--- config.mk ---
export PLATFORM = sky130hd
export DESIGN_NAME = beacon_flag_gen
export DESIGN_NICKNAME = d
export VERILOG_FILES = /design/src/rtl/beacon_pkg.sv /design/src/rtl/beacon_hyst_flag.sv /design/src/rtl/beacon_flag_gen.sv
export SDC_FILE = /design/constraint.sdc
export NUM_CORES = 1
export LEC_CHECK = 0
export CAP_MARGIN = 20
export CORE_MARGIN = 5
export CORE_UTILIZATION = 60
export DETAILED_ROUTE_END_ITERATION = 16
export PLACE_DENSITY = 0.9
export SLEW_MARGIN = 15
export SYNTH_ARGS = -nofsm -noshare
export SYNTH_HDL_FRONTEND = slang
export SYNTH_SLANG_ARGS = --single-unit
--- constraint.sdc ---
create_clock -name clk -period 5.8 [get_ports clk]
set_input_delay 1.16 -clock clk [delete_from_list [all_inputs] [get_ports clk]]
set_output_delay 1.16 -clock clk [all_outputs]
set_load 0.03 [all_outputs]
--- src/rtl/beacon_pkg.sv ---
// beacon_pkg: shared channel/comparator types and default thresholds for the beacon flag generator.
package beacon_pkg;
  typedef enum logic [1:0] {CH_VCAP = 2'd0, CH_PPV = 2'd1} chan_e;
  typedef enum logic {CMP_RISE, CMP_FALL} cmp_dir_e;
  localparam int DATA_W_DEF      = 12;
  localparam int DEB_COUNT_DEF   = 4;
  localparam int HYST_DEF        = 64;
  localparam int VCAP_FULL_DEF   = 3754;
  localparam int VCAP_5V_DEF     = 3413;
  localparam int VCAP_LOW1_DEF   = 1365;
  localparam int VCAP_LOW2_DEF   = 683;
  localparam int P_HIGH_DEF      = 2048;
  localparam int TIMEOUT_CYC_DEF = 50000;
endpackage

--- src/rtl/beacon_hyst_flag.sv ---
// beacon_hyst_flag: hysteresis comparator with consecutive-sample debounce driving one registered flag.
// Ports: clk, rst_n (async active-low), strobe (sample of this flag's channel), data (ADC code), flag (registered).
module beacon_hyst_flag import beacon_pkg::*; #(
  parameter int       DATA_W    = DATA_W_DEF,
  parameter cmp_dir_e DIR       = CMP_RISE,
  parameter int       TH        = 2048,
  parameter int       HYST      = HYST_DEF,
  parameter int       DEB_COUNT = DEB_COUNT_DEF,
  parameter logic     INIT      = 1'b0
) (
  input  logic              clk,
  input  logic              rst_n,
  input  logic              strobe,
  input  logic [DATA_W-1:0] data,
  output logic              flag
);
  localparam int CW   = $clog2(DEB_COUNT + 1);
  localparam int MAXV = 2 ** DATA_W - 1;
  // Band edges saturate at the code range so a clear threshold never wraps.
  localparam int LO_V = (TH >= HYST) ? TH - HYST : 0;
  localparam int HI_V = (TH + HYST > MAXV) ? MAXV : TH + HYST;
  localparam logic [DATA_W:0] TH_X = (DATA_W + 1)'(TH);
  localparam logic [DATA_W:0] LO_X = (DATA_W + 1)'(LO_V);
  localparam logic [DATA_W:0] HI_X = (DATA_W + 1)'(HI_V);
  logic [DATA_W:0] d;
  logic [CW-1:0]   cnt;
  logic            set_q, clr_q, qual, last;
  assign d     = {1'b0, data};
  assign set_q = (DIR == CMP_RISE) ? (d >= TH_X) : (d <= TH_X);
  assign clr_q = (DIR == CMP_RISE) ? (d < LO_X) : (d > HI_X);
  assign qual  = flag ? clr_q : set_q;
  assign last  = cnt == CW'(DEB_COUNT - 1);
  always_ff @(posedge clk or negedge rst_n)
    if (!rst_n) begin
      flag <= INIT;
      cnt  <= '0;
    end else if (strobe) begin
      flag <= flag ^ (qual & last);
      cnt  <= (qual & ~last) ? cnt + CW'(1) : '0;
    end
endmodule

--- src/rtl/beacon_flag_gen.sv ---
// beacon_flag_gen: debounced hysteresis status flags for the beacon FSM from a VCAP/PPV ADC sample stream.
// Ports: clk, rst_n (async active-low); sample_valid/sample_ready/sample_chan/sample_data stream in;
// cap_charged, cap_over5, PV_power_high, low_power1, low_power2 flags; stale[1:0] per-channel timeout;
// chan_err one-cycle pulse on an accepted illegal channel.
module beacon_flag_gen import beacon_pkg::*; #(
  parameter int DATA_W      = DATA_W_DEF,
  parameter int DEB_COUNT   = DEB_COUNT_DEF,
  parameter int HYST        = HYST_DEF,
  parameter int VCAP_FULL   = VCAP_FULL_DEF,
  parameter int VCAP_5V     = VCAP_5V_DEF,
  parameter int VCAP_LOW1   = VCAP_LOW1_DEF,
  parameter int VCAP_LOW2   = VCAP_LOW2_DEF,
  parameter int P_HIGH      = P_HIGH_DEF,
  parameter int TIMEOUT_CYC = TIMEOUT_CYC_DEF
) (
  input  logic              clk,
  input  logic              rst_n,
  input  logic              sample_valid,
  output logic              sample_ready,
  input  logic [1:0]        sample_chan,
  input  logic [DATA_W-1:0] sample_data,
  output logic              cap_charged,
  output logic              cap_over5,
  output logic              PV_power_high,
  output logic              low_power1,
  output logic              low_power2,
  output logic [1:0]        stale,
  output logic              chan_err
);
  localparam int TW = $clog2(TIMEOUT_CYC + 1);
  localparam logic [TW-1:0] TO = TW'(TIMEOUT_CYC);
  logic              acc, s_vld;
  logic [1:0]        s_chan, stb;
  logic [DATA_W-1:0] s_data;
  logic [TW-1:0]     to_cnt [2];
  logic              cc_f, c5_f, pv_f, l1_f, l2_f;
  assign acc = sample_valid & sample_ready;
  always_ff @(posedge clk or negedge rst_n)
    if (!rst_n) begin
      sample_ready <= 1'b0;
      s_vld        <= 1'b0;
      s_chan       <= '0;
      s_data       <= '0;
      chan_err     <= 1'b0;
    end else begin
      sample_ready <= 1'b1;
      s_vld        <= acc;
      s_chan       <= sample_chan;
      s_data       <= sample_data;
      chan_err     <= acc & sample_chan[1];
    end
  assign stb = {s_vld && s_chan == CH_PPV, s_vld && s_chan == CH_VCAP};
  // Counters clear on the registered strobe so stale releases on the same edge the flags absorb the sample.
  always_ff @(posedge clk or negedge rst_n)
    if (!rst_n) begin
      to_cnt[0] <= '0;
      to_cnt[1] <= '0;
    end else
      for (int i = 0; i < 2; i++)
        to_cnt[i] <= stb[i] ? '0 : to_cnt[i] + TW'(to_cnt[i] != TO);
  assign stale = {to_cnt[1] == TO, to_cnt[0] == TO};
  beacon_hyst_flag #(.DATA_W(DATA_W), .DIR(CMP_RISE), .TH(VCAP_FULL), .HYST(HYST), .DEB_COUNT(DEB_COUNT), .INIT(1'b0))
    u_cc (.clk(clk), .rst_n(rst_n), .strobe(stb[0]), .data(s_data), .flag(cc_f));
  beacon_hyst_flag #(.DATA_W(DATA_W), .DIR(CMP_RISE), .TH(VCAP_5V), .HYST(HYST), .DEB_COUNT(DEB_COUNT), .INIT(1'b0))
    u_c5 (.clk(clk), .rst_n(rst_n), .strobe(stb[0]), .data(s_data), .flag(c5_f));
  beacon_hyst_flag #(.DATA_W(DATA_W), .DIR(CMP_RISE), .TH(P_HIGH), .HYST(HYST), .DEB_COUNT(DEB_COUNT), .INIT(1'b0))
    u_pv (.clk(clk), .rst_n(rst_n), .strobe(stb[1]), .data(s_data), .flag(pv_f));
  beacon_hyst_flag #(.DATA_W(DATA_W), .DIR(CMP_FALL), .TH(VCAP_LOW1), .HYST(HYST), .DEB_COUNT(DEB_COUNT), .INIT(1'b1))
    u_l1 (.clk(clk), .rst_n(rst_n), .strobe(stb[0]), .data(s_data), .flag(l1_f));
  beacon_hyst_flag #(.DATA_W(DATA_W), .DIR(CMP_FALL), .TH(VCAP_LOW2), .HYST(HYST), .DEB_COUNT(DEB_COUNT), .INIT(1'b1))
    u_l2 (.clk(clk), .rst_n(rst_n), .strobe(stb[0]), .data(s_data), .flag(l2_f));
  // Forcing is a mux over registered flags and registered timeout state; comparators keep running underneath.
  assign cap_charged   = cc_f & ~stale[0];
  assign cap_over5     = c5_f & ~stale[0];
  assign PV_power_high = pv_f & ~stale[1];
  assign low_power1    = l1_f | (|stale);
  assign low_power2    = l2_f | (|stale);
endmodule

### After elaboration in Yosys (flattened, before gate mapping)

Index checks and enable logic that the tools add are counted.

| word-level totals | value |
|---|---|
| input port bits | 17 |
| bits in registers | 69 |
| output and inout bits | 9 |

| operators by class | value |
|---|---|
| bitwise logic cells | 29 |
| eq/ne operators | 10 |
| reduce and logical (&&, ||, !) cells | 4 |
| $add $sub $neg | 7 |
| multiplexer cells | 12 |
| magnitude comparators | 10 |

Operators with widths:

| kind | number |
|---|---|
| $ge A12 B12 Y1 const B | 3 |
| $add A16 B1 Y16 | 2 |
| $eq A16 B16 Y1 const B | 2 |
| $mux W16 | 2 |
| $ne A16 B16 Y1 const B | 2 |
| $lt A12 B12 Y1 const B | 2 |
| $add A3 B1 Y3 const B | 5 |
| $and A1 B1 Y1 | 15 |
| $eq A3 B2 Y1 const B | 5 |
| $mux W3 | 5 |
| $gt A12 B10 Y1 const B | 1 |
| $gt A12 B11 Y1 const B | 1 |
| $le A12 B10 Y1 const B | 1 |
| $le A12 B11 Y1 const B | 1 |
| $lt A12 B11 Y1 const B | 1 |
| $not A1 Y1 | 7 |
| $mux W1 | 5 |
| $xor A1 B1 Y1 | 5 |
| $eq A2 B1 Y1 const B | 1 |
| $logic_and A1 B1 Y1 | 2 |
| $logic_not A2 Y1 | 1 |
| $or A1 B1 Y1 | 2 |
| $reduce_or A2 Y1 | 1 |

### Longest topological paths before layout

| logic depth | value |
|---|---|
| word-level depth | 4 |
| gate-level depth with buffers | 10 |

### Hierarchy

A second synthesis with hierarchy kept.

| second synthesis, totals | value |
|---|---|
| cell total of the unflattened synthesis | 382 |
| area, all modules | 3856.2 um^2 |

By module, submodules not included:

| module | times used | cells each | area an instance (um^2) |
|---|---|---|---|
| beacon_flag_gen | 1 | 202 | 2170.8 |
| beacon_hyst_flag at u_l1 | 1 | 49 | 450.4 |
| beacon_hyst_flag at u_l2 | 1 | 35 | 351.6 |
| beacon_hyst_flag at u_c5 | 1 | 37 | 339.1 |
| beacon_hyst_flag at u_cc | 1 | 37 | 305.3 |
| beacon_hyst_flag at u_pv | 1 | 22 | 239.0 |

### Worst setup path after synthesis

Ideal clock, no wire load.

| timing path | value |
|---|---|
| path kind | reg2out |
| start | register to_cnt[27] (netlist bit) |
| end | output low_power1 |
| buffers on the path | 0 |
| stages on the path, launching flop included | 4 |
| required time | 4640 ps |
| slack | 2735 ps |
| data arrival time | 1905 ps |
| cell sequence | dfrtp_1 -> or4_4 -> nor4_4 -> or3_1 |

| on the way | value |
|---|---|
| word-level cells in the longest chain between the ends | 3 |

RTL lines:

| item | line | RTL |
|---|---|---|
| start, declared | beacon_flag_gen.sv:35 | `logic [TW-1:0] to_cnt [2];` |
| start signal, assigned by index | beacon_flag_gen.sv:60 | `to_cnt[i] <= stb[i] ? '0 : to_cnt[i] + TW'(to_cnt[i] != TO);` |
| $eq A16 B16 Y1 | beacon_flag_gen.sv:61 | `assign stale = {to_cnt[1] == TO, to_cnt[0] == TO};` |
| via stale[0] | beacon_flag_gen.sv:27 | `output logic [1:0] stale,` |
| $reduce_or A2 Y1 | beacon_flag_gen.sv:76 | `assign low_power1 = l1_f \| (\|stale);` |
| $or A1 B1 Y1 | beacon_flag_gen.sv:76 |  |
| end, declared | beacon_flag_gen.sv:25 | `output logic low_power1,` |

The timed path passes the listed nets, and every way through them passes these cells.

### Final worst setup path

| timing path | value |
|---|---|
| start | register to_cnt[27] (netlist bit) |
| end | output low_power2 |

| on the way | value |
|---|---|
| word-level cells in the longest chain between the ends | 3 |

RTL lines:

| item | line | RTL |
|---|---|---|
| $eq A16 B16 Y1 | beacon_flag_gen.sv:61 |  |
| $reduce_or A2 Y1 | beacon_flag_gen.sv:77 | `assign low_power2 = l2_f \| (\|stale);` |
| $or A1 B1 Y1 | beacon_flag_gen.sv:77 |  |
| end, declared | beacon_flag_gen.sv:26 | `output logic low_power2,` |

Every way passes these cells.

==> results.json <==
{
  "outcome": "finished clean",
  "fillerInstances": 410,
  "post-synth-top-count-cell": "sky130_fd_sc_hd__dfrtp_1",
  "cts.clk_slew.worst_paths_ns": 0.08,
  "timing.rr.start": "to_cnt[27]",
  "seq_area_frac_synth_pct": 47.33,
  "cts_htree_levels": 3,
  "synth_edf_count": 0,
  "post_synthesis_cell_area_mm2": 0.003654,
  "detailedRoute.firstIterationViolations": 182,
  "antenna_found_initial": 0,
  "areaGrowthSynthToFinish_pct": 14.66,
  "worstPathArrival_ns": 2.72,
  "syn-mean-instance-area_um2": 9.901,
  "cts_hold_buf": 0,
  "tritoncts": "yes",
  "timing_worst_setup_path_type": "reg2out",
  "stdcell_count": 473,
  "floorplan.die.width_um": 88.04,
  "r2r_slack_ns": 3.24,
  "postSynth.asyncResetShare_pct": 100.0,
  "fin_clk_skew_ns": 0.009577,
  "ys_ff_latch": 69,
  "cts_root_buffer": "sky130_fd_sc_hd__clkbuf_8",
  "cts_resized": 0,
  "routed_wirelength_um": 7587,
  "period_share_pct": 66.98,
  "ys_warn_count": 0,
  "tns_ns": 0,
  "worst_slew_margin_rel_pct": 43.61,
  "grt_util_all_layers_pct": 21.59,
  "dp_hpwl_um": 4938,
  "power_per_cell_area_mw_per_mm2": 307.3,
  "required_ns": 4.64,
  "netlist.top_cell.by_area": "sky130_fd_sc_hd__dfrtp_1",
  "detail_route.first_pass.iterations": 5,
  "worst_r2r_endpoint": "to_cnt[21]",
  "core-area_mm2": 0.005921,
  "synth_fp_nets": 402,
  "ctsLongestPathBuffers": 2,
  "critPathCaptureType": "output pin",
  "dieHeight_um": 88.04,
  "p_total_mw": 1.287,
  "globalRouteOverflowTotal": 0,
  "via_count_of_the_first_global_routing_pass": 2917,
  "post_drt_via_cell_ratio": 6.216,
  "first_pass_grt_wire_length_um": 13100,
  "grt_start_max_net_pins": 70,
  "placementRows": 28,
  "placed_cells_incl_taps": 457,
  "die-area_mm2": 0.007750,
  "vdd_drop_max_mv": 0.2363,
  "final_hold_viol_count": 0,
  "post_cts_buffers": 0,
  "netlist.area_leader.share_pct": 45.89,
  "netlist_instances": 369,
  "main_synth_ff_type": "sky130_fd_sc_hd__dfrtp_1",
  "clock_insertion_delay_worst_skew_ns": 0.35,
  "setup_viol": 0,
  "floorplan.initialDensity_pct": 61.71,
  "yosys.cell_types.count": 60,
  "period_needed_ns": 3.885,
  "pin_count": 26,
  "cts_sinks": 69,
  "nets": 426,
  "hold_start": "sample_ready",
  "cap_violations": 0,
  "worst_hold_path.num_cells": 1,
  "worst-r2r-cell-count": 8,
  "cts_made_buffers": 9,
  "vias": 2940,
  "dpl_cell_area_mm2": 0.003944,
  "drt_drc_violations_left": 0,
  "antenna_diode_count": 0,
  "routabilityCongestion": 0.8757,
  "fmax_ghz": 0.2574,
  "maxSlewViolCount": 0,
  "route.antenna.remaining_nets": 0,
  "holdPathEnd": "s_vld",
  "post_drt_wl_per_cell_um": 16.04,
  "critical_path.startpoint_type": "register",
  "rsz0062_at_grt": "false",
  "p_leak_nw": 1.738,
  "placement.io_buffers": 25,
  "critical_path.startpoint": "to_cnt[27]",
  "worstPathMaxFanout": 6,
  "share_of_post_route_cells_with_drive_strength_above_1_pct": 7.538,
  "finish.instance_area_mm2": 0.004189,
  "holdCritPathClass": "reg2reg",
  "synth.cells.most_frequent": "sky130_fd_sc_hd__dfrtp_1, sky130_fd_sc_hd__nor2_1, sky130_fd_sc_hd__inv_1, sky130_fd_sc_hd__nand2_1, sky130_fd_sc_hd__xnor2_1",
  "tightestPinTransition_ns": 0.8458,
  "synth.area.top_cells": "sky130_fd_sc_hd__dfrtp_1, sky130_fd_sc_hd__ha_1, sky130_fd_sc_hd__xnor2_1"
}
[state kept, by name, summed over array words and instances (netlist names)]
register      count
u_cc.cnt          3
chan_err          1
u_c5.flag         1
u_cc.flag         1
s_data           12
u_pv.cnt          3
s_chan            2
s_vld             1
u_l1.flag         1
u_pv.flag         1
u_l2.cnt          3
u_l2.flag         1
to_cnt           32
u_c5.cnt          3
sample_ready      1
u_l1.cnt          3
[report_power, final]
part	internal [mW]	switching (mW)
clock network	0.288	0.195
registers	0.538	0.0693
logic	0.0924	0.104
[metrics by stage]
step	hold WS, ns	setup WS (ns)	utilization (%)
2_1_floorplan	0.4526	2.735	-
3_3_place_gp	0.4697	2.340	66.61
3_5_place_dp	0.4780	2.255	66.61
4_1_cts	0.4968	1.876	70.75
5_1_grt	0.5188	1.793	70.75
6_report	0.5067	1.915	70.75
[per-layer routing]
layer	up-vias	share of wire, %	track usage, %
met1	1427	42	25.97
met3	18	6.3	5.738
met2	106	49	35.21
met4	0	2.8	12.09
met5	-	0	0
li1	1389	-	-
[layout make-up]
class | count | area, um2 | share of cell area [%]
Multi-Input combinational cell | 262 | 1770 | 42.26
Clock buffer | 9 | 123.9 | 2.957
Timing Repair Buffer | 27 | 260.3 | 6.213
Sequential cell | 69 | 1729 | 41.28
Tap cell | 75 | 93.84 | 2.240
Clock inverter | 7 | 121.4 | 2.897
Inverter | 24 | 90.09 | 2.151
[kinds of logic after synthesis]
kind of cell | Yosys count | synth area share (%)
xor+xnor | 23 | 5.514
compound gates | 62 | 12.02
fa+ha+maj | 16 | 5.479
other cells | 1 | 0.1026
flops | 69 | 47.33
buf+inv | 38 | 4.212
simple gates | 160 | 25.34
[worst max-delay path by stage]
stage | slack [ns] | endpoint | cells after the start
detailed placement | 2.25 | low_power2 | 5
CTS | 1.88 | low_power2 | 5
global route | 1.79 | low_power2 | 5
global placement | 2.34 | low_power2 | 5
floorplan | 2.74 | low_power1 | 3
finish | 1.92 | low_power2 | 5
[worst max-delay path: stages (launching register included)]
cell and delay, ns:
sky130_fd_sc_hd__dfrtp_1 0.45, sky130_fd_sc_hd__or4_4 0.57, sky130_fd_sc_hd__nor4_4 0.51, sky130_fd_sc_hd__inv_2 0.09
sky130_fd_sc_hd__nand3_2 0.09, sky130_fd_sc_hd__clkdlybuf4s50_1 0.67
[layout by cell type, fill, tap and decap left out, drive strengths merged, types with 12 or more instances in the layout]
cell and instances:
dfrtp 67, clkdlybuf4s50 24, xnor2 21, nand2 22
o21ai 15, nand4 13, nor2 36, ha 16
a21oi 12, inv 25, nand3 19
Power figures use the tool's default switching activity.
